==> src/rtl/ita_package.sv <==
// Shared types for the ITA output datapath: lane geometry, requantised output vector
// and the default depth/count type used by the activation output buffer.
package ita_package;

    localparam int N  = 4;
    localparam int WO = 8;

    typedef logic [N-1:0][WO-1:0] requant_oup_t;

    localparam int unsigned ACT_BUF_DEPTH = 8;

    typedef logic [$clog2(ACT_BUF_DEPTH):0] act_buf_cnt_t;

endpackage

==> src/rtl/ita_act_buf_ram.sv <==
// Storage array for the activation output buffer: one synchronous write port,
// asynchronous read port, no reset on the data itself.
module ita_act_buf_ram
    import ita_package::*;
#(
    parameter int unsigned DEPTH = ACT_BUF_DEPTH,
    parameter int unsigned AW    = $clog2(DEPTH)
) (
    input  logic         clk,
    input  logic         wr_en,
    input  logic [AW-1:0] wr_addr,
    input  requant_oup_t wr_data,
    input  logic [AW-1:0] rd_addr,
    output requant_oup_t rd_data
);

    requant_oup_t mem [DEPTH];

    always_ff @(posedge clk) begin
        if (wr_en) begin
            mem[wr_addr] <= wr_data;
        end
    end

    assign rd_data = mem[rd_addr];

endmodule

==> src/rtl/ita_act_out_buffer.sv <==
// Output buffer behind the activation unit: FIFO with valid/ready egress, tile-row last tagging
// and early stall. Define ITA_ACT_BUF_STATS_EN to add sticky overflow flag and drop counter ports.
module ita_act_out_buffer
    import ita_package::*;
#(
    parameter int unsigned DEPTH   = ACT_BUF_DEPTH,
    parameter int unsigned ACT_LAT = 1,
    parameter int unsigned ROW_W   = 16
) (
    input  logic                     clk_i,
    input  logic                     rst_ni,
    input  logic                     clear_i,
    input  logic                     valid_i,
    input  requant_oup_t             data_i,
    input  logic [ROW_W-1:0]         tile_rows_i,
    output logic                     stall_o,
    output logic                     valid_o,
    input  logic                     ready_i,
    output requant_oup_t             data_o,
    output logic                     last_o,
    output logic [$clog2(DEPTH):0]   count_o
`ifdef ITA_ACT_BUF_STATS_EN
    ,
    output logic                     err_o,
    output logic [15:0]              drop_cnt_o
`endif
);

    localparam int unsigned AW    = $clog2(DEPTH);
    localparam int unsigned CNT_W = AW + 1;
    // Occupancy at which the remaining slots just cover the vectors still in flight.
    localparam int          STALL_AT = int'(DEPTH) - int'(ACT_LAT) - 1;

    logic [AW-1:0]    wr_ptr;
    logic [AW-1:0]    rd_ptr;
    logic [CNT_W-1:0] count_q;
    logic [CNT_W-1:0] count_nxt;
    logic [ROW_W-1:0] row_cnt;
    logic [ROW_W-1:0] rows_eff;
    logic             stall_q;
    logic             stall_nxt;
    logic             full;
    logic             empty;
    logic             push;
    logic             pop;
    logic             overflow;
    logic             is_last_row;
    requant_oup_t     rd_data;

    assign full  = (count_q == CNT_W'(DEPTH));
    assign empty = (count_q == '0);

    assign valid_o  = ~empty;
    assign pop      = valid_o & ready_i;
    assign push     = valid_i & (~full | pop) & ~clear_i;
    assign overflow = valid_i & full & ~pop & ~clear_i;

    always_comb begin
        count_nxt = count_q;
        if (clear_i) begin
            count_nxt = '0;
        end else begin
            count_nxt = count_q + CNT_W'(push) - CNT_W'(pop);
        end
    end

    assign stall_nxt = (int'(count_nxt) >= STALL_AT);

    assign rows_eff    = (tile_rows_i == '0) ? ROW_W'(1) : tile_rows_i;
    assign is_last_row = (row_cnt == rows_eff - ROW_W'(1));

    always_ff @(posedge clk_i or negedge rst_ni) begin
        if (!rst_ni) begin
            wr_ptr  <= '0;
            rd_ptr  <= '0;
            count_q <= '0;
            row_cnt <= '0;
            stall_q <= 1'b0;
        end else begin
            count_q <= count_nxt;
            stall_q <= stall_nxt;
            if (clear_i) begin
                wr_ptr  <= '0;
                rd_ptr  <= '0;
                row_cnt <= '0;
            end else begin
                if (push) begin
                    wr_ptr <= wr_ptr + AW'(1);
                end
                if (pop) begin
                    rd_ptr  <= rd_ptr + AW'(1);
                    row_cnt <= is_last_row ? '0 : row_cnt + ROW_W'(1);
                end
            end
        end
    end

    ita_act_buf_ram #(
        .DEPTH (DEPTH)
    ) u_ram (
        .clk     (clk_i),
        .wr_en   (push),
        .wr_addr (wr_ptr),
        .wr_data (data_i),
        .rd_addr (rd_ptr),
        .rd_data (rd_data)
    );

    assign data_o  = empty ? '0 : rd_data;
    assign last_o  = valid_o & is_last_row;
    assign count_o = count_q;
    assign stall_o = stall_q;

`ifdef ITA_ACT_BUF_STATS_EN
    logic        err_q;
    logic [15:0] drop_q;

    always_ff @(posedge clk_i or negedge rst_ni) begin
        if (!rst_ni) begin
            err_q  <= 1'b0;
            drop_q <= '0;
        end else if (clear_i) begin
            err_q  <= 1'b0;
            drop_q <= '0;
        end else if (overflow) begin
            err_q <= 1'b1;
            if (drop_q != 16'hFFFF) begin
                drop_q <= drop_q + 16'd1;
            end
        end
    end

    assign err_o      = err_q;
    assign drop_cnt_o = drop_q;
`else
`ifndef SYNTHESIS
    // Without the stats ports a drop is invisible in hardware, so flag it in simulation.
    assert property (@(posedge clk_i) disable iff (!rst_ni) !overflow)
        else $error("ita_act_out_buffer: vector dropped on overflow");
`endif
`endif

endmodule

==> config.mk <==
export PLATFORM = sky130hd
export DESIGN_NAME = ita_act_out_buffer
export DESIGN_NICKNAME = d
export VERILOG_FILES = /design/src/rtl/ita_package.sv /design/src/rtl/ita_act_buf_ram.sv /design/src/rtl/ita_act_out_buffer.sv
export SDC_FILE = /design/constraint.sdc
export NUM_CORES = 1
export LEC_CHECK = 0
export CAP_MARGIN = 10
export CORE_UTILIZATION = 50
export DETAILED_ROUTE_END_ITERATION = 7
export GPL_TIMING_DRIVEN = 0
export PLACE_DENSITY = 0.73
export SLEW_MARGIN = 20
export SYNTH_ARGS = -nofsm -noshare
export SYNTH_HDL_FRONTEND = slang
export SYNTH_SLANG_ARGS = --single-unit
==> constraint.sdc <==
create_clock -name clk_i -period 4.2 [get_ports clk_i]
set_clock_uncertainty 0.2 [all_clocks]
set_input_delay 0.63 -clock clk_i [delete_from_list [all_inputs] [get_ports clk_i]]
set_output_delay 0.63 -clock clk_i [all_outputs]
set_load 0.005 [all_outputs]
# [After elaboration in Yosys (flattened, before gate mapping)]
# Memories as Yosys holds them, arrays and structs flattened.
# Index checks and enable logic that the tools add are counted.
[totals] ramBits=256 memories=1 elab_cells=39 regBits=27 input_bits=53 output_inout_bits=39
[classes] reduce_logical=4 mux=12 add_sub_neg=6 n_lt_le_gt_ge=1 eq_ne=2 bitwise=8
[memory_table] memory="u_ram.mem" words=8 word_bits=32 rd=1 rd_clocked_by_memory_dff=0 wr=1 line_no="ita_act_buf_ram.sv:17" text="requant_oup_t mem [DEPTH];"
[op_table] operator="$mux W16" n=4
[op_table] operator="$mux W32" n=1
[op_table] operator="$add A16 B1 Y16 const B" n=1
[op_table] operator="$eq A16 B16 Y1" n=1
[op_table] operator="$logic_not A16 Y1" n=1
[op_table] operator="$sub A16 B1 Y16 const B" n=1
[op_table] operator="$mux W3" n=4
[op_table] operator="$add A3 B1 Y3 const B" n=2
[op_table] operator="$add A4 B1 Y4" n=1
[op_table] operator="$and A1 B1 Y1" n=4
[op_table] operator="$eq A4 B4 Y1 const B" n=1
[op_table] operator="$ge A4 B3 Y1 const B" n=1
[op_table] operator="$logic_not A4 Y1" n=1
[op_table] operator="$mux W4" n=1
[op_table] operator="$reduce_bool A2 Y1" n=2
[op_table] operator="$sub A4 B1 Y4" n=1
[op_table] operator="$not A1 Y1" n=3
[op_table] operator="$mux W1" n=2
[op_table] operator="$or A1 B1 Y1" n=1

# [Longest topological paths before layout]
[depth] word_depth=10 ltp_mapped=18 mapped_depth_nobuf=17

# [Hierarchy]
# From an unflattened synthesis, not the netlist that was laid out.
[unflattened] hier_cells=655 area_unflattened_um2=12186.7
[by_module_without_submodules] module="ita_act_buf_ram" cells_each=383 area_each_um2=9825.7 seq_area_each_um2=7687.4 instances=1
[by_module_without_submodules] module="ita_act_out_buffer" cells_each=272 area_each_um2=2361.0 seq_area_each_um2=675.6 instances=1

# [Worst setup path before layout]
# No wires, ideal clock.
[synth_timing] path_kind="register to register" start="reg count_q[2], in the netlist count_o[2]" end="mem u_ram.mem[0][0] (netlist bit), enable pin" path_slack_ns=-0.286 stages_incl_launch_ff=11 setup_time_ns=0.461 arrival_time_ns=3.825 path_cell_list="dfrtp_1 inv_1 ha_1 and2_1 clkbuf_1 inv_1 nand2_1 nand3_1 nand2_1 or3_1 nor3_1"
[synth_between] elab_chain_len=8 elab_cells_between_ends=10 classes_between="eq/ne: 1; mux: 2; bitwise: 6; reduce/logical: 1"
[synth_lines] item="start, declared" line_no="ita_act_out_buffer.sv:36" text="logic [CNT_W-1:0] count_q;"
[synth_lines] item="start signal, assigned" line_no="ita_act_out_buffer.sv:80" text="count_q <= count_nxt;"
[synth_lines] item="$logic_not A4 Y1" line_no="ita_act_out_buffer.sv:51" text="assign empty = (count_q == '0);"
[synth_lines] item="$not A1 Y1" line_no="ita_act_out_buffer.sv:53" text="assign valid_o = ~empty;"
[synth_lines] item="via valid_o" line_no="ita_act_out_buffer.sv:17" text="output logic valid_o,"
[synth_lines] item="$and A1 B1 Y1" line_no="ita_act_out_buffer.sv:54" text="assign pop = valid_o & ready_i;"
[synth_lines] item="$or A1 B1 Y1" line_no="ita_act_out_buffer.sv:55" text="assign push = valid_i & (~full | pop) & ~clear_i;"
[synth_lines] item="$and A1 B1 Y1 (2 in a row)" line_no="ita_act_out_buffer.sv:55"
[synth_lines] item="$mux W1" line_no="ita_act_buf_ram.sv:20" text="if (wr_en) begin"
[synth_lines] item="$mux W1 (not written as such)" line_no="ita_act_buf_ram.sv:21" text="mem[wr_addr] <= wr_data;"
[synth_lines] item="end, declared" line_no="ita_act_buf_ram.sv:17"
# The timed path passes the listed nets, and every way through them passes these cells.

# [Worst setup path in the final report]
[layout_timing] start="in tile_rows_i[4]" end="out last_o"
[layout_between] elab_chain_len=5
[layout_lines] item="start, declared" line_no="ita_act_out_buffer.sv:15" text="input logic [ROW_W-1:0] tile_rows_i,"
[layout_lines] item="$logic_not A16 Y1" line_no="ita_act_out_buffer.sv:69" text="assign rows_eff = (tile_rows_i == '0) ? ROW_W'(1) : tile_rows_i;"
[layout_lines] item="$mux W16 *" line_no="ita_act_out_buffer.sv:69"
[layout_lines] item="$sub A16 B1 Y16 *" line_no="ita_act_out_buffer.sv:70" text="assign is_last_row = (row_cnt == rows_eff - ROW_W'(1));"
[layout_lines] item="$eq A16 B16 Y1 *" line_no="ita_act_out_buffer.sv:70"
[layout_lines] item="$and A1 B1 Y1 *" line_no="ita_act_out_buffer.sv:110" text="assign last_o = valid_o & is_last_row;"
[layout_lines] item="end, declared" line_no="ita_act_out_buffer.sv:20" text="output logic last_o,"
# Mark *: on every way between the ends. The rest lies on a longest branch, timed or not.

==> out/qor.yml <==
timing:
  relSlewSlack_pct: 40.51
  timing.fmax_mhz: 229.0
  slew_violations: 0
  finalCriticalPeriod_ns: 4.366
  setup_slack_ns: -0.1659
  worstMarginPinSlew_ns: 0.8924
  finalCritPeriodShare_pct: 103.9
  setup_viol: 1
  finalHoldViolations: 0
  rsz0062_at_grt: "true"
detailed_routing:
  drc: 0
  num_vias: 6957
  drt-total-wl_mm: 25.95
  drt-wirelength-per-cell_um: 22.05
  dr.first_iter.drc_count: 582
  ant_nets: 0
  viasPerCell: 5.911
  dr.pass1.iters: 7
job:
  cap_violations: 0
power:
  vdd_drop_max_mv: 0.3685
  p_per_area_nw_per_um2: 539.5
  p_leak_nw: 4.765
yosys:
  synth_top_family_by_area: "multiplexers"
  synth_compound_area_share_pct: 3.100
  ys_warn_count: 0
  synthSimpleGateAreaFrac_pct: 7.505
  synth-edff-count: 256
  synth_xor_area_share_pct: 1.388
  yosys.cell_types.count: 54
  synth_fa_ha_area_share_pct: 1.211
  avgSynthCellArea_um2: 17.17
  ys_ff_latch: 283
  synth_fp_nets: 762
  seq_area_frac_synth_pct: 69.77
  syn-cell-area_um2: 11990
  postSynth.asyncResetShare_pct: 9.541
  syn-instance-count: 698
  muxShareOfSynthArea_pct: 15.20
  yosys_most_used_dff: "edfxtp_1"
global_routing:
  antenna_found_initial: 0
  grt_pass1_vias: 7266
  grt_pass1_wl_mm: 40.10
  grt_usage_pct: 21.83
  grt_max_degree: 28
  grt.overflow.total: 0
worst_hold_path:
  hold_start: "row_cnt[9]"
  hold_depth: 2
  whs_endpoint: "row_cnt[9]"
  hp-class: "flop to flop"
critical_path:
  cp-start-kind: "primary input"
  reg2reg_to: "stall_o"
  critPathKind: "primary input to output pin"
  cp_max_fo: 3
  endpoint_kind: "output pin"
  cp.required_ns: 3.37
  rrSetupSlack_ns: 0.77
  arrival_ns: 3.54
  timing.rr.start: "count_o[2]"
  r2r_cells: 17
clock_tree:
  tritoncts: "done"
  cts_num_sinks: 283
  clock-root-buffer: "clkbuf_16"
  cts_buffers: 27
  clk_latency_ns: 0.52
  path_clk_slew_ns: 0.07
  ctsHtreeMaxLevel: 1
  clock_path_buffers: 3
place:
  place_congestion: 0.8497
  dpl.hpwl_mm: 16.54
  place_ws_ns: -1.482
  io_buffers: 89
  place_inst: 1118
layout:
  utilization_pct: 62.50
  finalNetCount: 902
  diodes: 0
  fin_cells: 1177
  area_growth_syn_to_layout_pct: 22.39
  drive_gt1_share_pct: 20.51
die:
  die_w_um: 156.8
  num_io_pins: 92
  die_h_um: 156.8
  initial_core_util_pct: 51.07
  fp-row-count: 56
  core_area_um2: 23470
  fp.dieArea_um2: 24600
status:
  status: "finished with violations"
  violations: "setup timing"
critical path: stages:
cell	delay [ns]
buf_8	0.10
nor4_4	0.32
nand4_1	0.23
nor4_4	0.20
nor2_1	0.07
ha_2	0.33
xor2_1	0.14
o21ai_1	0.09
a2111oi_2	0.32
nand4_1	0.15
a2111o_1	0.42
a211oi_2	0.19
and4_1	0.22
buf_2	0.12
cells by family after synthesis:
kind of cell    after synthesis
compound gates               55
xor+xnor                     19
buf+inv                      56
mux                         102
flops                       283
fa+ha+maj                    11
simple gates                172
metrics by stage:
| stage | cell area (um2) | hold WS, ns | TNS, ns | power (mW) |
|---|---|---|---|---|
| 6_report | 14670 | 0.3941 | -0.1659 | 7.914 |
| 2_1_floorplan | 12010 | 0.1344 | 0 | 4.431 |
| 4_1_cts | 14670 | 0.3945 | -0.1365 | 7.971 |
| 5_1_grt | 14670 | 0.4231 | -0.3808 | 8.228 |
| 3_5_place_dp | 13580 | 0.3853 | -12.60 | 5.340 |
| 3_3_place_gp | 13300 | 0.3662 | -271.94 | 5.264 |
how the worst max path moves through the flow:
stage	from	to	slack [ns]	cells after the start
CTS	tile_rows_i[4]	last_o	-0.14	14
global route	tile_rows_i[4]	last_o	-0.38	14
detailed placement	tile_rows_i[5]	last_o	-1.48	14
global placement	tile_rows_i[5]	last_o	-1.41	14
finish	tile_rows_i[4]	last_o	-0.17	14
floorplan	tile_rows_i[5]	last_o	0.009	12
layout make-up:
type                    instances  area (um2)
fillers                      1625        8802
flip-flops and latches        283        8363
multi-input cells             359        3543
repair buffers                111        1151
clock buffers                  30       686.9
well taps                     319       399.1
clock inverters                19       271.5
plain buffers                  38       187.7
inverters                      18       67.56
what timing repair did:
item | in CTS | in global routing
endpoints found under the hold margin | 27 | 0
gates resized for setup | 79 | 4
setup buffers | 9 | 0
endpoints found under the setup margin | 49 | 3
hold buffers | 1 | 0
pin swaps | 15 | 0
synth_stat cells, types with 3 or more instances:
| library cell | n | area share [%] |
|---|---|---|
| nor2b_1 | 8 | 0.42 |
| o22ai_1 | 4 | 0.21 |
| mux4_2 | 64 | 12 |
| buf_1 | 11 | 0.34 |
| nand2_1 | 22 | 0.69 |
| o21ai_0 | 10 | 0.42 |
| nor2_1 | 64 | 2.0 |
| a21o_1 | 3 | 0.19 |
| clkbuf_1 | 25 | 0.78 |
| o31ai_1 | 3 | 0.19 |
| nand3_1 | 23 | 0.96 |
| nand2b_1 | 4 | 0.21 |
| dfrtp_1 | 27 | 5.6 |
| xor2_1 | 5 | 0.37 |
| ha_1 | 10 | 1.0 |
| or3_1 | 4 | 0.21 |
| mux2i_1 | 38 | 3.2 |
| xnor2_1 | 14 | 1.0 |
| edfxtp_1 | 256 | 64 |
| and3_1 | 12 | 0.63 |
| nand4_1 | 8 | 0.42 |
| o211ai_1 | 4 | 0.25 |
| nor3b_1 | 3 | 0.19 |
| a31oi_1 | 13 | 0.68 |
| inv_1 | 18 | 0.56 |
| a21oi_1 | 5 | 0.21 |
| nor3_1 | 5 | 0.21 |
power by group:
group | switching [mW] | total [mW] | internal (mW)
clock network | 1.01 | 2.61 | 1.61
logic | 0.983 | 2.06 | 1.08
registers | 0.0507 | 3.24 | 3.19
total | 2.04 | 7.91 | 5.87
per-layer routing:
metal  GRT usage, %  vias up  routed length [um]
met4          5.882        0                 479
li1               -     3060                   -
met1          28.60     3566               10520
met5              0        -                   0
met3          3.295       45                1656
met2          38.01      286               13300
state kept, by name, indices dropped and copies added (netlist names):
name,cells
u_ram.mem,256
row_cnt,16
count_o,4
rd_ptr,3
wr_ptr,3
stall_o,1
cell usage in the layout, fill, tap and decap left out, types with 5 or more instances in the layout:
| cell | netlist | layout |
|---|---|---|
| buf_2 | 1 | 12 |
| nor2_4 | 0 | 6 |
| ha_1 | 10 | 9 |
| mux4_2 | 64 | 64 |
| buf_1 | 11 | 5 |
| clkdlybuf4s50_1 | 0 | 74 |
| mux2i_1 | 38 | 38 |
| buf_4 | 0 | 9 |
| clkbuf_16 | 0 | 27 |
| nand4_1 | 8 | 8 |
| dfrtp_1 | 27 | 27 |
| clkinv_2 | 0 | 5 |
| buf_8 | 0 | 7 |
| nand3_1 | 23 | 23 |
| nand2_1 | 22 | 22 |
| nor2b_1 | 8 | 8 |
| clkinv_1 | 0 | 5 |
| clkbuf_1 | 25 | 25 |
| xor2_1 | 5 | 5 |
| a31oi_1 | 13 | 12 |
| edfxtp_1 | 256 | 256 |
| and3_1 | 12 | 12 |
| clkdlybuf4s15_2 | 0 | 6 |
| bufinv_16 | 0 | 7 |
| inv_1 | 18 | 17 |
| a21oi_1 | 5 | 5 |
| nor2_1 | 64 | 58 |
| o21ai_0 | 10 | 9 |
| xnor2_1 | 14 | 14 |
Power figures use the tool's default switching activity.
